$ cat config.mk
export PLATFORM = sky130hd
export DESIGN_NAME = hazard_ctrl
export DESIGN_NICKNAME = d
export VERILOG_FILES = /design/src/rtl/hazard_ctrl.sv
export SDC_FILE = /design/constraint.sdc
export NUM_CORES = 1
export LEC_CHECK = 0
export BUFFER_PORTS_ARGS = -buffer_cell sky130_fd_sc_hd__buf_2
export CAP_MARGIN = 10
export CORE_MARGIN = 2
export CORE_UTILIZATION = 40
export DETAILED_ROUTE_END_ITERATION = 16
export HOLD_SLACK_MARGIN = 0.1
export PLACE_DENSITY = 0.81
export SETUP_SLACK_MARGIN = 0.4
export SLEW_MARGIN = 20
export SYNTH_ARGS = -nofsm -noshare
export SYNTH_HDL_FRONTEND = slang
export SYNTH_SLANG_ARGS = --single-unit
$ cat constraint.sdc
create_clock -name clk -period 2.2 [get_ports clk]
set_input_delay 0.44 -clock clk [delete_from_list [all_inputs] [get_ports clk]]
set_output_delay 0.44 -clock clk [all_outputs]
set_load 0.01 [all_outputs]
$ cat src/rtl/hazard_ctrl.sv
// hazard_ctrl: pipeline forwarding, stall/flush control and imem-wait timeout tracking.
// Define HAZARD_PERF_CNT_EN to build the StallCnt/FlushCnt performance counters.
module hazard_ctrl #(
  parameter int TIMEOUT_CYC = 255
) (
  input  logic        clk,
  input  logic        reset,
  input  logic [4:0]  Rs1D,
  input  logic [4:0]  Rs2D,
  input  logic [4:0]  Rs1E,
  input  logic [4:0]  Rs2E,
  input  logic [4:0]  RdE,
  input  logic [4:0]  RdM,
  input  logic [4:0]  RdW,
  input  logic        RegWriteM,
  input  logic        RegWriteW,
  input  logic [2:0]  ResultSrcE,
  input  logic        PCSrcE,
  input  logic        ImemReadyF,
  output logic [1:0]  ForwardAE,
  output logic [1:0]  ForwardBE,
  output logic        StallF,
  output logic        StallD,
  output logic        FlushD,
  output logic        FlushE,
  output logic [2:0]  HazState,
  output logic        ImemTimeout,
  output logic [31:0] StallCnt,
  output logic [31:0] FlushCnt
);
  localparam int CW = $clog2(TIMEOUT_CYC + 1);
  localparam logic [CW-1:0] TMAX = CW'(TIMEOUT_CYC);
  typedef enum logic [2:0] {BOOT, RUN, LDUSE, IMWAIT, REDIRECT} hazStateT;
  hazStateT state, nextState;
  logic [CW-1:0] waitCnt, waitNext;
  logic loadUse, imemWait, boot;
  always_comb begin
    ForwardAE = (RegWriteM && RdM != 5'd0 && RdM == Rs1E) ? 2'b10 :
                (RegWriteW && RdW != 5'd0 && RdW == Rs1E) ? 2'b01 : 2'b00;
    ForwardBE = (RegWriteM && RdM != 5'd0 && RdM == Rs2E) ? 2'b10 :
                (RegWriteW && RdW != 5'd0 && RdW == Rs2E) ? 2'b01 : 2'b00;
    loadUse = ResultSrcE == 3'b001 && RdE != 5'd0 && (RdE == Rs1D || RdE == Rs2D);
    imemWait = ~ImemReadyF;
    boot = reset || state == BOOT;
    {StallF, StallD, FlushD, FlushE} = boot     ? 4'b1011 :
                                       PCSrcE   ? 4'b0011 :
                                       loadUse  ? 4'b1101 :
                                       imemWait ? 4'b1010 : 4'b0000;
    nextState = PCSrcE ? REDIRECT : loadUse ? LDUSE : imemWait ? IMWAIT : RUN;
    // Waits seen during BOOT do not count toward the timeout.
    waitNext = (!imemWait || PCSrcE) ? '0 :
               (state == BOOT || waitCnt == TMAX) ? waitCnt : waitCnt + 1'b1;
  end
  assign HazState = state;
  always_ff @(posedge clk) begin
    if (reset) begin
      state <= BOOT;
      waitCnt <= '0;
      ImemTimeout <= 1'b0;
    end else begin
      state <= nextState;
      waitCnt <= waitNext;
      ImemTimeout <= ImemTimeout | (waitNext == TMAX);
    end
  end
`ifdef HAZARD_PERF_CNT_EN
  always_ff @(posedge clk) begin
    if (reset) begin
      StallCnt <= '0;
      FlushCnt <= '0;
    end else begin
      StallCnt <= StallCnt + 32'(StallF);
      FlushCnt <= FlushCnt + 32'(PCSrcE && state != BOOT);
    end
  end
`else
  assign StallCnt = '0;
  assign FlushCnt = '0;
`endif
endmodule

Word level (Yosys, flattened, before mapping)
Index checks and enable logic that the tools add are counted.
{ "classes": {"add_sub_neg": 1, "n_eq_ne": 9, "mux": 13, "bitwise_logic": 1, "n_reduce_logical": 18} }
{ "op_table": {"columns": ["cell", "n"], "rows": [
  ["$eq A5 B5 Y1", 6],
  ["$eq A8 B8 Y1 const B", 2],
  ["$mux W4", 4],
  ["$mux W8", 2],
  ["$reduce_bool A5 Y1", 3],
  ["$add A8 B1 Y8 const B", 1],
  ["$logic_and A1 B1 Y1", 8],
  ["$mux W2", 4],
  ["$logic_or A1 B1 Y1", 4],
  ["$eq A3 B1 Y1 const B", 1],
  ["$logic_not A3 Y1", 1],
  ["$mux W3", 1],
  ["$reduce_or A3 Y1", 1],
  ["$mux W1", 2],
  ["$reduce_or A2 Y1", 1],
  ["$or A1 B1 Y1", 1]
]} }
{ "word_totals": {"reg_bits": 12, "input_bits": 44, "out_inout_bits": 76, "wordCells": 47} }

Depth between registers and ports, before layout
{ "logic_depth": {"depth_word": 6, "depth_mapped": 6} }

Worst setup path before layout
Ideal clock, no wire load.
{ "synth_path": {"kind": "input to output", "startpoint": "input RdM[1]", "endpoint": "output ForwardAE[0]", "arrival_ns": 1.679, "slack_ns": 0.081, "stages": 4, "path_cell_list": "or4_1 o21ai_1 nor4_1 nor4_1"} }
{ "synth_via": {"elab_chain_len": 4, "elab_cells_between_ends": 5, "classes_between": "eq/ne (1); mux (1); reduce/logical (3)"} }
{ "synth_lines": {"columns": ["item", "line_no", "rtl"], "rows": [
  ["from (decl)", "13", "input logic [4:0] RdM,"],
  ["$reduce_bool A5 Y1", "38", "ForwardAE = (RegWriteM && RdM != 5'd0 && RdM == Rs1E) ? 2'b10 :"],
  ["$logic_and A1 B1 Y1", "38", null],
  ["$logic_and A1 B1 Y1 (*)", "38", null],
  ["$mux W2 (*)", "38", null],
  ["to (decl)", "20", "output logic [1:0] ForwardAE,"]
]} }
Mark *: on every way between the ends. The rest lies on a longest branch, timed or not.

Worst setup path after layout
{ "layout_path": {"startpoint": "input RdW[3]", "endpoint": "output ForwardAE[0]"} }
{ "layout_via": {"elab_chain_len": 5, "elab_cells_between_ends": 6, "classes_between": "eq/ne (1); mux (2); reduce/logical (3)"} }
{ "layout_lines": {"columns": ["item", "line_no", "rtl"], "rows": [
  ["from (decl)", "14", "input logic [4:0] RdW,"],
  ["$reduce_bool A5 Y1", "39", "(RegWriteW && RdW != 5'd0 && RdW == Rs1E) ? 2'b01 : 2'b00;"],
  ["$logic_and A1 B1 Y1", "39", null],
  ["$logic_and A1 B1 Y1 (*)", "39", null],
  ["$mux W1 (*)", "39", null],
  ["$mux W2 (*)", "38", null]
]} }
Marked as above.

==> flow_summary.toml <==
[run_status]
status = "finished, final reports clean"

[sta]
clock_skew_ps = 3.34
holdWs_ps = 481
tns_ps = 0
layout_setup_ws_ps = 70.8
period_needed_ps = 2130
rsz0062_at_grt = "true"
setup_violations = 0
post-route-period-util_pct = 96.8
report.final.slew_viol_count = 0
final-hold-violation-count = 0
fmax_mhz = 470

[setup_path]
path_cells = "buf_2, xor2_1, or4_4, nor4_4, buf_2"
r2r-start = "HazState[2]$_SDFF_PP0_"
cp_common_cell = "buf_2"
path_max_fanout = 3
worst_ep_required_time_ps = 1760
arrival_ps = 1690
critical-path-max-stage-delay_ps = 540
cp-end-kind = "output port"
critPathKind = "in -> out"
critical_path.slowest_cell = "or4_4"
worstSetupStartpoint = "RdW[3]"
start_kind = "input port"

[pwr]
powerDensity_nw_per_um2 = 353
ir_worst_vdd_mv = 0.181
leakagePower_uw = 0.000863

[min_path]
hold_class = "reg -> reg"
worstHoldStart = "ImemTimeout$_SDFF_PP0_"

[route]
drt_wl_total_um = 3320
first_pass_iters = 4
drt_first_iter_violations = 44
avgRoutedWirePerCell_um = 11.2
vias = 1314
drc = 0
final_antenna_net_count = 0
via_per_inst = 4.44

[cells_and_area]
final_cell_mix = "64 x conb_1, 47 x buf_2, 16 x xnor2_1"
drive_gt1_share_pct = 37.1
syn2layout_area_growth_pct = 23.9
final_cell_area_sq_um = 1910
fin_util_pct = 51.8
fill_cells = 340
multiInputGateArea_sq_um = 1200
seq_area_sq_um = 259
layout.nets = 295
final_common_cell = "conb_1"
diodes = 0

[place]
portBuffers = 55
globalplace.congestion = 0.912
dpl_cell_area_sq_um = 1660
dp_hpwl_um = 2560
dp_slack_ps = 48.5

[cts]
clk_pin_slew_ps = 50
clockBufferDepth = 2
clk-insertion-delay-late_ps = 250
cts_buffers = 3
h-tree-depth = 1
cts_tree = "done"
cts-root-buf = "clkbuf_8"
cts.hold.buffers_added = 0
clock_sinks = 12

[grt]
grt_max_degree = 11
grt_util_all_layers_pct = 14.8
antenna_found_initial = 0
grt-ovfl-total = 0
grt_pass1_vias = 1151
grt_pass1_wl_um = 4890

[floorplanning]
core_area_sq_um = 3690
die_area_sq_um = 4370
start_util_pct = 41.8
die_w_um = 66.1
fp-row-count = 22
ios = 120
die_h_um = 66.1

[yosys]
ys_types = 38
async_reset_ff_share_pct = 0
synth-edff-count = 0
syn_area_sq_um = 1540
syn_avg_cell_area_sq_um = 8.08
yosys_warnings = 0
synth_cells = 191
yosysTopAreaCell = "buf_4"
ys_ff_latch = 12
yosys_most_used_dff = "dfxtp_1"
netlist_top_cells_area = "buf_4 32%, dfxtp_1 16%, xnor2_1 9.1%"
synth_top_area_share_pct = 32.1
yosysSeqAreaShare_pct = 15.6

[run]
cap_violations = 0
## worst max-delay path, delay by kind of cell
kind	cells	cell delay [ps]
buffers and inverters	2	280
AND/OR/NAND/NOR	2	810
XOR/XNOR	1	160
## worst paths after layout
| check | to | slack [ps] | depth (start not counted) |
|---|---|---|---|
| hold reg to reg | ImemTimeout$_SDFF_PP0_ | 480 | 2 |
| hold / removal | ImemTimeout$_SDFF_PP0_ | 480 | 2 |
| setup / recovery | ForwardAE[0] | 70 | 5 |
| setup reg to reg | ImemTimeout$_SDFF_PP0_ | 480 | 5 |
## layout make-up
class | count | area share, %
multi-input combinational | 174 | 62.6
timing repair buffer | 57 | 18.2
sequential | 12 | 13.5
tap | 48 | 3.14
clock buffer | 3 | 2.16
inverter | 2 | 0.393
## cells in the mapped netlist, drive strengths merged, types with 2 or more instances
cell type	count
or4	5
xor2	15
and2	2
nor4b	2
a21oi	4
and3	3
mux2i	3
nor3	5
nor2	6
xnor2	16
nor2b	2
nand2	10
o21ai	5
inv	2
or3	2
nand2b	2
dfxtp	12
buf	66
o211ai	2
nand3	7
nor4	6
o21a	2
## flip-flops by register name, summed over array words and instances (netlist names)
name         flops
ImemTimeout      1
HazState         3
waitCnt          8
## report_power, final
part           internal (uW)  total [uW]  leakage, uW  switching [uW]
logic                   98.9         248     0.000740             149
registers                219         224     0.000102            5.25
clock network            121         203    0.0000216            81.8
total                    438         675     0.000863             236
## cell families (layout without fill, tap and decap cells)
kind of cell	Yosys count	in the layout	share of synthesized area (%)
compound gates	18	18	8.11
xor+xnor	31	31	17.6
fa+ha+maj	1	1	0.811
buf+inv	68	62	32.6
flops	12	12	15.6
mux	4	4	2.68
other cells	1	64	0.243
simple gates	56	56	22.4
## what timing repair did
action / CTS / global route
cloned: 0 / 0
pin swaps: 8 / 9
resized for setup: 28 / 18
endpoints found under the setup margin: 9 / 9
buffers inserted: 2 / 0
## through the flow
step	total power, uW	instances
floorplan	450	254
global placement	434	291
detailed placement	439	291
CTS	666	296
global route	717	296
finish	675	296
## per-layer routing
metal	global-route usage [%]	vias to the layer above	share of wire, %
met1	15.1	607	37
met2	27.6	61	54
li1	-	641	-
met3	4.77	5	7.5
met5	0	-	0
met4	5.36	0	1.3
Note: power is estimated with default switching activity, not from simulation.
